--- config.mk ---
export PLATFORM = sky130hd
export DESIGN_NAME = prio_enc_rr
export DESIGN_NICKNAME = d
export VERILOG_FILES = /design/src/rtl/prio_enc_rr.sv
export SDC_FILE = /design/constraint.sdc
export NUM_CORES = 1
export LEC_CHECK = 0
export BUFFER_PORTS_ARGS = -buffer_cell sky130_fd_sc_hd__buf_2
export CAP_MARGIN = 20
export CORE_UTILIZATION = 61
export DETAILED_ROUTE_END_ITERATION = 16
export PLACE_DENSITY = 0.85
export SLEW_MARGIN = 5
export SYNTH_ARGS = -nofsm -noshare
export SYNTH_HDL_FRONTEND = slang
export SYNTH_SLANG_ARGS = --single-unit
--- constraint.sdc ---
create_clock -name clk -period 6.55 [get_ports clk]
set_clock_uncertainty 0.1 [all_clocks]
set_input_delay 0.655 -clock clk [delete_from_list [all_inputs] [get_ports clk]]
set_output_delay 0.655 -clock clk [all_outputs]
set_load 0.005 [all_outputs]
--- src/rtl/prio_enc_rr.sv ---
// Registered N-way request encoder with sticky pending bits and a valid/ready output.
// Selection is fixed-priority (highest index) or round-robin from the last grant.
module prio_enc_rr #(
  parameter  int N = 8,
  localparam int W = (N > 1) ? $clog2(N) : 1
) (
  input  logic         clk,
  input  logic         rst,
  input  logic [N-1:0] req_i,
  input  logic         mode_rr,
  input  logic         out_ready,
  output logic         out_valid,
  output logic [W-1:0] out_idx,
  output logic [N-1:0] out_onehot,
  output logic [N-1:0] pending
);

  logic [N-1:0] pending_q, pending_d;
  logic         out_valid_q, out_valid_d;
  logic [W-1:0] out_idx_q, out_idx_d;
  logic [N-1:0] out_onehot_q, out_onehot_d;
  logic [W-1:0] ptr_q, ptr_d;

  logic [W-1:0] sel;
  logic [N-1:0] sel_onehot;
  logic         found;
  logic         load;
  int           rr_j;

  // Selection looks only at registered pending, never at req_i.
  always_comb begin
    sel   = '0;
    found = 1'b0;
    rr_j  = 0;
    if (mode_rr) begin
      for (int i = 1; i <= N; i++) begin
        rr_j = int'(ptr_q) + i;
        if (rr_j >= N) rr_j = rr_j - N;
        if (!found && pending_q[rr_j[W-1:0]]) begin
          sel   = rr_j[W-1:0];
          found = 1'b1;
        end
      end
    end else begin
      for (int i = 0; i < N; i++) begin
        if (pending_q[i]) sel = W'(i);
      end
    end
  end

  assign sel_onehot = N'(1) << sel;
  assign load       = (|pending_q) && (!out_valid_q || out_ready);

  always_comb begin
    out_valid_d  = out_valid_q;
    out_idx_d    = out_idx_q;
    out_onehot_d = out_onehot_q;
    ptr_d        = ptr_q;
    // A fresh request for the bit being granted this edge keeps it pending.
    pending_d    = (pending_q & ~(load ? sel_onehot : '0)) | req_i;
    if (load) begin
      out_valid_d  = 1'b1;
      out_idx_d    = sel;
      out_onehot_d = sel_onehot;
      ptr_d        = sel;
    end else if (out_valid_q && out_ready) begin
      out_valid_d  = 1'b0;
      out_idx_d    = '0;
      out_onehot_d = '0;
    end
  end

  always_ff @(posedge clk) begin
    if (rst) begin
      pending_q    <= '0;
      out_valid_q  <= 1'b0;
      out_idx_q    <= '0;
      out_onehot_q <= '0;
      ptr_q        <= W'(N - 1);
    end else begin
      pending_q    <= pending_d;
      out_valid_q  <= out_valid_d;
      out_idx_q    <= out_idx_d;
      out_onehot_q <= out_onehot_d;
      ptr_q        <= ptr_d;
    end
  end

  assign out_valid  = out_valid_q;
  assign out_idx    = out_idx_q;
  assign out_onehot = out_onehot_q;
  assign pending    = pending_q;

endmodule

## Word-level counts from Yosys, hierarchy flattened

Index checks and enable logic that the tools add are counted.

| word-level totals | value |
|---|---|
| output and inout bits | 20 |
| bits in registers | 23 |
| input port bits | 12 |

| operators by class | value |
|---|---|
| shift operators | 1 |
| $add $sub $neg | 16 |
| bitwise gates (word level) | 3 |
| reduce and logical (&&, ||, !) cells | 20 |
| magnitude comparators | 16 |
| mux-type cells | 69 |

Operators with widths:

| kind | number |
|---|---|
| $mux 3 | 33 |
| $lt 3x4->1 const B | 8 |
| $ge 4x4->1 const B | 7 |
| $mux 1 | 25 |
| $bmux 1 s3 | 8 |
| $mux 8 | 3 |
| $sub 3x1->3 const B | 8 |
| $add 3x3->4 const B | 4 |
| $logic_and 1x1->1 | 9 |
| $add 3x2->4 const B | 2 |
| $and 8x8->8 | 1 |
| $logic_not 1->1 | 8 |
| $not 8->8 | 1 |
| $or 8x8->8 | 1 |
| $reduce_or 8->1 | 1 |
| $shl 1x3->8 const A | 1 |
| $add 3x4->5 const B | 1 |
| $ge 5x4->1 const B | 1 |
| $add 3x1->4 const B | 1 |
| $reduce_bool 2->1 | 1 |
| $logic_or 1x1->1 | 1 |

## Longest topological paths before layout

Gate-level depths: netlist (run 1).

| logic depth | value |
|---|---|
| word-level depth | 41 |
| mapped depth | 14 |
| depth with buffers taken out | 10 |

## Worst setup path after synthesis (run 1)

Ideal clock, no wire load.

| timing | value |
|---|---|
| path kind | register -> register |
| start point | register ptr_q[1] |
| end point | register out_onehot_q[6] (netlist: out_onehot[6]) |
| period minus slack after synthesis | 3.411 ns |
| slack | 3.139 ns |
| stages on the path, launching flop included | 15 |
| required time | 6.333 ns |
| arrival time | 3.195 ns |
| buffers on the path | 4 |
| cell sequence | dfxtp_1 > buf_4 > buf_2 > inv_1 > ha_1 > buf_6 > buf_12 > mux2i_1 > mux4_2 > a2111o_1 > a32oi_1 > o311a_1 > o221a_4 > nor2_1 > a22o_1 |

| on the way | value |
|---|---|
| longest elaborated chain between the ends | 38 |
| elaborated cells between the ends (all ways) | 95 |
| those cells by class | 16 x add/sub; 8 x order compare; 1 x shift; 56 x mux; 14 x reduce/logical |

RTL lines:

| element | RTL line | text |
|---|---|---|
| start, declared | 22 | `logic [W-1:0] ptr_q, ptr_d;` |
| start signal, assigned | 79 | `ptr_q <= W'(N - 1);` |
| start signal, assigned | 85 | `ptr_q <= ptr_d;` |
| $add 3x1->4 | 37 | `rr_j = int'(ptr_q) + i;` |
| $ge 4x4->1 / $sub 3x1->3 (equally long branches) | 38 | `if (rr_j >= N) rr_j = rr_j - N;` |
| $mux 3 | 38 |  |
| $mux 3 | 35 | `if (mode_rr) begin` |
| $bmux 1 s3 | 39 | `if (!found && pending_q[rr_j[W-1:0]]) begin` |
| $mux 1 (implied by the code) | 39 |  |
| $mux 1 | 39 |  |
| $mux 1 | 35 |  |
| [... 22 more ...] | - |  |
| $mux 1 | 39 |  |
| $mux 1 | 35 |  |
| $logic_not 1->1 | 39 |  |
| $logic_and 1x1->1 | 39 |  |
| $mux 3 (*) | 39 |  |
| $mux 3 (*) | 35 |  |
| $shl 1x3->8 (*) | 51 | `assign sel_onehot = N'(1) << sel;` |
| $mux 8 (*) | 61 | `if (load) begin` |
| end signal, assigned | 84 | `out_onehot_q <= out_onehot_d;` |
| end, declared | 21 | `logic [N-1:0] out_onehot_q, out_onehot_d;` |

Mark *: on every way between the ends. The rest lies on a longest branch, timed or not. The select of a mux whose other input is x is not followed.
A chain may end at the register's enable or synchronous reset.

## Worst setup path in the final report (run 1)

| timing | value |
|---|---|
| start point | register ptr_q[1] |
| end point | register out_onehot_q[5] (netlist: out_onehot[5]) |

The elaborated chain is that of the path after synthesis.

==> metrics.csv, run 1 <==
stage,metric,value,unit
grt,grt_busiest_layer,met2,
grt,gr-usage-all-layers,0.3350,
grt,overflow,0,
cts,clkLatencyLatePin,0.31,ns
route,via_count,2036,
timing,relSlewSlack,0.4372,
layout,fin_area,2176,um2
route,drc,0,
outcome,outcome,"complete, no violations",
timing,finalSetupViolCount,0,
grt,grt.met3_usage,0.02381,
grt,grt_max_degree,27,
cts,cts_made_buffers,3,
route,wirelength,5.362,mm
synthesis,synth_simple_gate_area_share,0.2161,
job,maxCapViolCount,0,
cts,clk_path_buf_depth,2,
floorplan,die_y,59.72,um
synthesis,avgSynthCellArea,8.684,um2
cts,ctsHtreeMaxLevel,1,
cts,clkSinkCount,23,
layout,final_cells,296,
floorplan,initial_core_util,0.6548,
placed_design,dp.cells,292,
worst_setup_path,critPathMaxFanout,18,
route,wl_per_cell,18.11,um
synthesis,yosysTopAreaCellShare,0.2266,
timing,clock.fmax,227.4,MHz
cts,cts_tree,yes,
worst_setup_path,end_kind,register,
synthesis,yosys.area.top_type,dfxtp_1,
synthesis,synth-xor-area-share,0.02155,
synthesis,synth_edf_count,0,
timing,finalMaxSlewViolations,0,
worst_setup_path,critPathLaunchType,register,
placed_design,io_buffers,31,
worst_setup_path,critical_path_class,register to register,
synthesis,async_reset_ff_frac,0,
synthesis,synth-compound-area-share,0.2592,
timing,min_period_over_period,0.6713,
cts,cts_setup_buffers,0,
cts,clk_pin_slew,0.13,ns
power_and_ir_drop,p_leak,0.0009130,uW
synthesis,synthTopCellsByArea,"dfxtp_1, mux4_2, mux2i_1",
floorplan,die_w,59.72,um
synthesis,synth.distinct_cells,59,
placed_design,placedInstanceArea,2148,um2
layout,final_nets,267,
timing,worst_pin_slew,0.8430,ns
cts,cts_root_buffer,clkbuf_4,
cts,cts_resized,0,
worst_setup_path,worstPathArrival,4.52,ns
timing,hold_viol_final,0,
layout,syn_to_final_growth,7.081,%
synthesis,synth.ff_latch_count,23,
cts,hold_buffers,0,
route,drtIter0Drc,352,
worst_hold_path,hold_class,register to register,
layout,diodes,0,
synthesis,synth_top_flop_cell,dfxtp_1,
synthesis,yosysSeqAreaShare,0.2266,
route,avgViaCountPerCell,6.878,
placed_design,place_congestion,0.9377,
floorplan,io_pins,32,
placed_design,dp_hpwl,3.928,mm
grt,grt_antenna_before_repair,0,
worst_setup_path,cp.required,6.67,ns
timing,fin_hold_ws,0.3669,ns
grt,gr-usage-met2,0.5460,
route,firstDrtPassIters,5,
synthesis,synthCells,234,
layout,drive_gt1_frac,0.2341,
floorplan,die_area,3566,um2
power_and_ir_drop,p_total,1365,uW
floorplan,coreArea,3103,um2
route,drtAntennaViolNets,0,
power_and_ir_drop,powerDensity,627.5,nW/um2
synthesis,muxShareOfSynthArea,0.2014,
grt,gr-usage-met1,0.4513,
synthesis,synthAdderAreaFrac,0.01232,
synthesis,synthesis.area,2032,um2
timing,rsz0062_at_grt,false,
synthesis,synth_top_family_by_area,compound AO/OA/AOI/OAI gates,
grt,grt_pass1_wl,8.859,mm
synthesis,yosysWarnings,0,
timing,setup-tns-final,0,ns
floorplan,rows,20,
power_and_ir_drop,peakVddDrop,321.3,uV
timing,finalCriticalPeriod,4.397,ns
synthesis,synth_fp_nets,248,
grt,grt_pass1_vias,1834,
-- critical path: stages, from the launching register on --
cell and delay [ns]:
dfxtp_1 0.89, inv_1 0.15, ha_1 0.80, mux2i_1 0.41, mux4_2 0.35, nand3_1 0.09
a211oi_1 0.52, a31oi_1 0.25, o32ai_2 0.34, nor2_1 0.17, a22o_1 0.23
-- sequential cells by signal, summed over array words and instances (netlist names) --
name / flops
out_onehot: 8
pending: 8
out_idx: 3
ptr_q: 3
out_valid: 1
-- layout by cell type (no fill, tap or decap), drive strengths merged, types with 2 or more instances in the layout --
cell	netlist	final
a22o	10	10
xor2	2	2
nor2	28	28
o21bai	2	2
a211oi	8	8
o41ai	2	2
nand2b	6	6
mux4	10	10
a21oi	7	7
buf	14	33
nor2b	6	6
mux2i	15	15
a22oi	3	3
and2	5	5
dfxtp	23	23
mux2	3	3
o21ai	7	7
a32oi	2	2
nor3	5	5
a31oi	3	3
xnor2	3	3
o31ai	2	2
nand4	3	3
inv	5	5
nand2	17	17
ha	2	2
nor4	5	5
clkbuf	5	3
nand3	8	8
o2111ai	2	2
-- worst paths after layout --
check | depth (start not counted) | slack [ns] | endpoint | start
worst max-delay path | 10 | 2.15 | out_onehot[5] | ptr_q[1]
worst min-delay path | 2 | 0.37 | out_idx[0] | out_idx[0]
worst max register to register | 10 | 2.15 | out_onehot[5] | ptr_q[1]
worst min register to register | 2 | 0.37 | out_idx[0] | out_idx[0]
-- cell usage after synthesis, types with 3 or more instances --
cell type and n:
nor2_1 28, dfxtp_1 23, nand2_1 17, mux2i_1 15
a22o_1 10, mux4_2 10, buf_2 8, nand3_1 8
a21oi_1 7, a211oi_1 6, nand2b_1 6, o21ai_0 6
clkbuf_1 5, inv_1 5, nor2b_1 5, nor3_1 5
nor4_1 5, and2_1 4, a22oi_1 3, a31oi_1 3
buf_1 3, mux2_2 3, nand4_1 3, xnor2_1 3
-- power breakdown --
part	switching [uW]	internal, uW
registers	68.5	187
clock network	42.3	22.8
logic	598	446
total	709	656
-- area by class of cell --
class,instances,area [um2]
Multi-Input combinational cell,187,1444
Fill cell,285,927.1
Sequential cell,23,460.4
Timing Repair Buffer,33,170.2
Tap cell,44,55.05
Clock buffer,3,22.52
Inverter,5,18.77
Clock inverter,1,5.005
-- routing by layer --
layer,share of wire,vias up
met4,0.029,0
met1,0.41,941
met2,0.48,134
li1,-,937
met5,0,-
met3,0.084,24
-- cell families after synthesis --
group / after synthesis
buffers and inverters: 24
xor gates and xnor gates: 5
and+or+nand+nor: 89
adders and majority gates: 2
DFF: 23
AOI/OAI and AO/OA: 63
muxes: 28
-- per-stage QoR --
| stage | utilization | setup WS (ns) |
|---|---|---|
| after global routing | 0.7012 | 1.732 |
| after CTS | 0.7012 | 2.238 |
| after detailed placement | 0.6923 | 2.237 |
| after global placement | 0.6923 | 2.327 |
| after floorplan | - | 3.139 |
| final | 0.7012 | 2.153 |
No activity file was read; power rests on OpenSTA's default activity.
==> run 2: changes to the inputs <==
- ABC_AREA: unset -> 1
- CORE_UTILIZATION: 61 -> 55
- PLACE_DENSITY: 0.85 -> 0.79
- clock period: 6.55 -> 4.6 ns (I/O delays scaled with it)
==> run 2 against run 1 <==
Largest power group unchanged. Highest routed layer unchanged. Worst hold slack got worse by 0.097 ns. Wire length decreased by 27%. Die area is 6.6% lower. Maximum frequency is 42% higher. Clock-buffer cell count increased by 1. Sequential power increased by 29%. Clock power is 42% higher. Critical path type unchanged. Via count shrank 16%. Power is 21% higher. Critical endpoint is now pending[3]. Combinational power up 18%. Core utilization fell by 4.2 points. Non-clock buffer count fell by 2.
==> metrics.csv, run 2 <==
stage,metric,value,unit,change
placed_design,io_buffers,31,,unchanged
layout,drive_gt1_frac,0.2200,,was 0.2341
grt,grt_antenna_before_repair,0,,unchanged
power_and_ir_drop,combPwrFrac,0.744,,was 0.765
cts,cts_made_buffers,3,,unchanged
synthesis,avgSynthCellArea,6.279,um2,was 8.684 um2
synthesis,yosysTopAreaCellShare,0.2696,,was 0.2266
floorplan,coreArea,2853,um2,was 3103 um2
timing,finalCriticalPeriod,3.090,ns,was 4.397 ns
worst_setup_path,critPathLaunchType,register,,unchanged
cts,cts_resized,0,,unchanged
layout,diodes,0,,unchanged
grt,grt_max_degree,22,,was 27
synthesis,synth_common_cells,"nand2_1, inv_1, nand3_1, nor2_1, dfxtp_1",,"was nor2_1, dfxtp_1, nand2_1, mux2i_1"
worst_setup_path,cp.required,4.70,ns,was 6.67 ns
synthesis,synthesis.area,1708,um2,was 2032 um2
worst_hold_path,hold_class,input pin to register,,was register to register
synthesis,synth.distinct_cells,32,,was 59
worst_setup_path,end_kind,register,,unchanged
cts,clkSinkCount,23,,unchanged
worst_setup_path,max_stage_delay,0.59,ns,was 0.89 ns
synthesis,synth_top_family_by_area,simple AND/OR/NAND/NOR gates,,was compound AO/OA/AOI/OAI gates
layout,syn_to_final_growth,10.18,%,was 7.081%
synthesis,synth_top_flop_cell,dfxtp_1,,unchanged
cts,cts_setup_buffers,0,,unchanged
worst_setup_path,critPathMaxFanout,10,,was 18
timing,setup-tns-final,0,ns,unchanged
synthesis,synthAdderAreaFrac,0.01465,,was 0.01232
grt,overflow,0,,unchanged
job,maxCapViolCount,0,,unchanged
route,firstDrtPassIters,4,,was 5
timing,rsz0062_at_grt,false,,unchanged
synthesis,synth.ff_latch_count,23,,unchanged
floorplan,rows,19,,was 20
synthesis,synth_simple_gate_area_share,0.4769,,was 0.2161
cts,ctsHtreeMaxLevel,1,,unchanged
power_and_ir_drop,p_clk_frac,0.056,,was 0.048
worst_setup_path,critPathSlowestCell,dfxtp_1,,unchanged
placed_design,dp_hpwl,3.166,mm,was 3.928 mm
synthesis,yosys.area.top_type,dfxtp_1,,unchanged
synthesis,synthCells,272,,was 234
power_and_ir_drop,power.internal,715.0,uW,was 656.2 uW
floorplan,die_area,3332,um2,was 3566 um2
outcome,outcome,"complete, no violations",,unchanged
power_and_ir_drop,powerDensity,878.4,nW/um2,was 627.5 nW/um2
grt,gr-usage-all-layers,0.2520,,was 0.3350
synthesis,synth-xor-area-share,0.01538,,was 0.02155
power_and_ir_drop,pwr-share-seq,0.200,,was 0.187
synthesis,yosysSeqAreaShare,0.2696,,was 0.2266
route,avgViaCountPerCell,5.181,,was 6.878
timing,relSlewSlack,0.6910,,was 0.4372
synthesis,synth_edf_count,0,,unchanged
grt,grt_pass1_vias,1519,,was 1834
timing,hold_viol_final,0,,unchanged
cts,clk_pin_slew,0.12,ns,was 0.13 ns
synthesis,async_reset_ff_frac,0,,unchanged
grt,grt_pass1_wl,6.561,mm,was 8.859 mm
synthesis,synth-compound-area-share,0.1092,,was 0.2592
timing,min_period_over_period,0.6718,,was 0.6713
placed_design,place_congestion,0.8762,,was 0.9377
cts,clkLatencyLatePin,0.31,ns,about the same
floorplan,die_w,57.73,um,was 59.72 um
synthesis,yosysWarnings,0,,unchanged
power_and_ir_drop,peakVddDrop,417.6,uV,was 321.3 uV
route,wl_per_cell,11.78,um,was 18.11 um
route,wirelength,3.899,mm,was 5.362 mm
route,via_count,1715,,was 2036
power_and_ir_drop,p_leak,0.001022,uW,was 0.0009130 uW
timing,finalSetupViolCount,0,,unchanged
floorplan,die_y,57.73,um,was 59.72 um
route,drtIter0Drc,98,,was 352
timing,worst_pin_slew,0.4618,ns,was 0.8430 ns
layout,final_common_cell,nand2_1,,was buf_2
cts,hold_buffers,0,,unchanged
power_and_ir_drop,switching_power,938.0,uW,was 709.1 uW
route,drtAntennaViolNets,0,,unchanged
floorplan,initial_core_util,0.5987,,was 0.6548
worst_setup_path,worstPathArrival,3.19,ns,was 4.52 ns
worst_setup_path,cpMostUsedCell,nand2_1,,
timing,finalMaxSlewViolations,0,,unchanged
synthesis,synth_fp_nets,286,,was 248
cts,cts_tree,yes,,unchanged
worst_setup_path,path_cells,inv_2 > ha_1 > inv_1 > nand3_2 > nand3_2 > nand2_4 > nor2_8 > nand4_4 > nor2_4 > nand2_1 > nand2_1 > nand2_2 > a21oi_1 > nand3_1 > nand2_1 > a21oi_1,,was inv_1 > ha_1 > mux2i_1 > mux4_2 > nand3_1 > a211oi_1 > a31oi_1 > o32ai_2 > nor2_1 > a22o_1
synthesis,muxShareOfSynthArea,0,,was 0.2014
synthesis,synth_most_common_cell,nand2_1,,was nor2_1
synthesis,synthTopCellsByArea,"dfxtp_1, nand2_1, inv_1",,"was dfxtp_1, mux4_2, mux2i_1"
floorplan,io_pins,32,,unchanged
layout,final_cell_mix,"nand2_1, inv_1, buf_2",,"was buf_2, nor2_1, dfxtp_1"
timing,clock.fmax,323.6,MHz,was 227.4 MHz
layout,final_nets,315,,was 267
route,drc,0,,unchanged
timing,fin_hold_ws,0.2698,ns,was 0.3669 ns
cts,cts_root_buffer,clkbuf_4,,unchanged
power_and_ir_drop,p_sw_frac,0.5675,,was 0.5194
worst_setup_path,critical_path_class,register to register,,unchanged
cts,clk_path_buf_depth,2,,unchanged
## run 2: changes by cell type in the layout (fill, tap and decap cells not counted), moves of 11 or more
| cell | previous run | this run |
|---|---|---|
| nand2_1 | 17 | 81 |
| inv_1 | 5 | 36 |
| mux2i_1 | 15 | 0 |
| a21oi_1 | 7 | 20 |
| nand3_1 | 8 | 27 |
| nand2_2 | 0 | 11 |
## run 2: logic make-up (layout without fill, tap and decap cells)
group,count (synthesis),count (layout)
xor gates and xnor gates,3,3
AOI/OAI and AO/OA,33,33
and+or+nand+nor,165,165
adders and majority gates,2,2
buffers and inverters,46,74
DFF,23,23
## run 2: worst max-delay path: cells and delay by family, from the launching register on
family / cells / cell delay (ns)
and+or+nand+nor: 11 / 1.21
DFF: 1 / 0.59
adders and majority gates: 1 / 0.40
buffers and inverters: 2 / 0.38
AOI/OAI and AO/OA: 2 / 0.30
## run 2: area by class of cell
class	count	area (um2)
clock buffer	4	26.28
fill	283	970.9
inverter	39	148.9
multi-input combinational	203	1052
sequential	23	460.4
tap	31	38.79
timing repair buffer	31	155.1
## run 2: routing by layer
metal  wire length, um  global-route usage  vias up  part of all wire
met5                 0                   0        -                 0
met4                63             0.08163        0             0.016
met3               120             0.02009        6             0.031
met2              1918              0.4585       38              0.49
met1              1797              0.3156      756              0.46
li1                  -                   -      915                 -
## run 2: final timing paths
check	cells past startpoint	end	slack, ns	startpoint
hold / removal	3	pending[2]	0.27	req_i[2]
setup reg to reg	16	pending[3]	1.51	ptr_q[1]
hold reg to reg	2	out_onehot[7]	0.37	out_onehot[7]
setup / recovery	16	pending[3]	1.51	ptr_q[1]
## run 2: power by group through the flow
stage          combinational (uW)  sequential (uW)  clock, uW
2_1_floorplan                1030              301          0
3_3_place_gp                 1230              333          0
3_5_place_dp                 1230              334          0
4_1_cts                      1240              329       92.3
5_1_grt                      1390              337       99.3
6_report                     1230              330       92.3
## run 2: per-stage QoR
| stage | worst slack, ns | util | cell area [um2] | cells | power, uW |
|---|---|---|---|---|---|
| global route | 1.176 | 0.6596 | 1882 | 331 | 1831 |
| floorplan | 1.941 | - | 1708 | 272 | 1326 |
| global placement | 1.514 | 0.6504 | 1856 | 327 | 1564 |
| finish | 1.510 | 0.6596 | 1882 | 331 | 1653 |
| CTS | 1.511 | 0.6596 | 1882 | 331 | 1659 |
| detailed placement | 1.529 | 0.6504 | 1856 | 327 | 1565 |
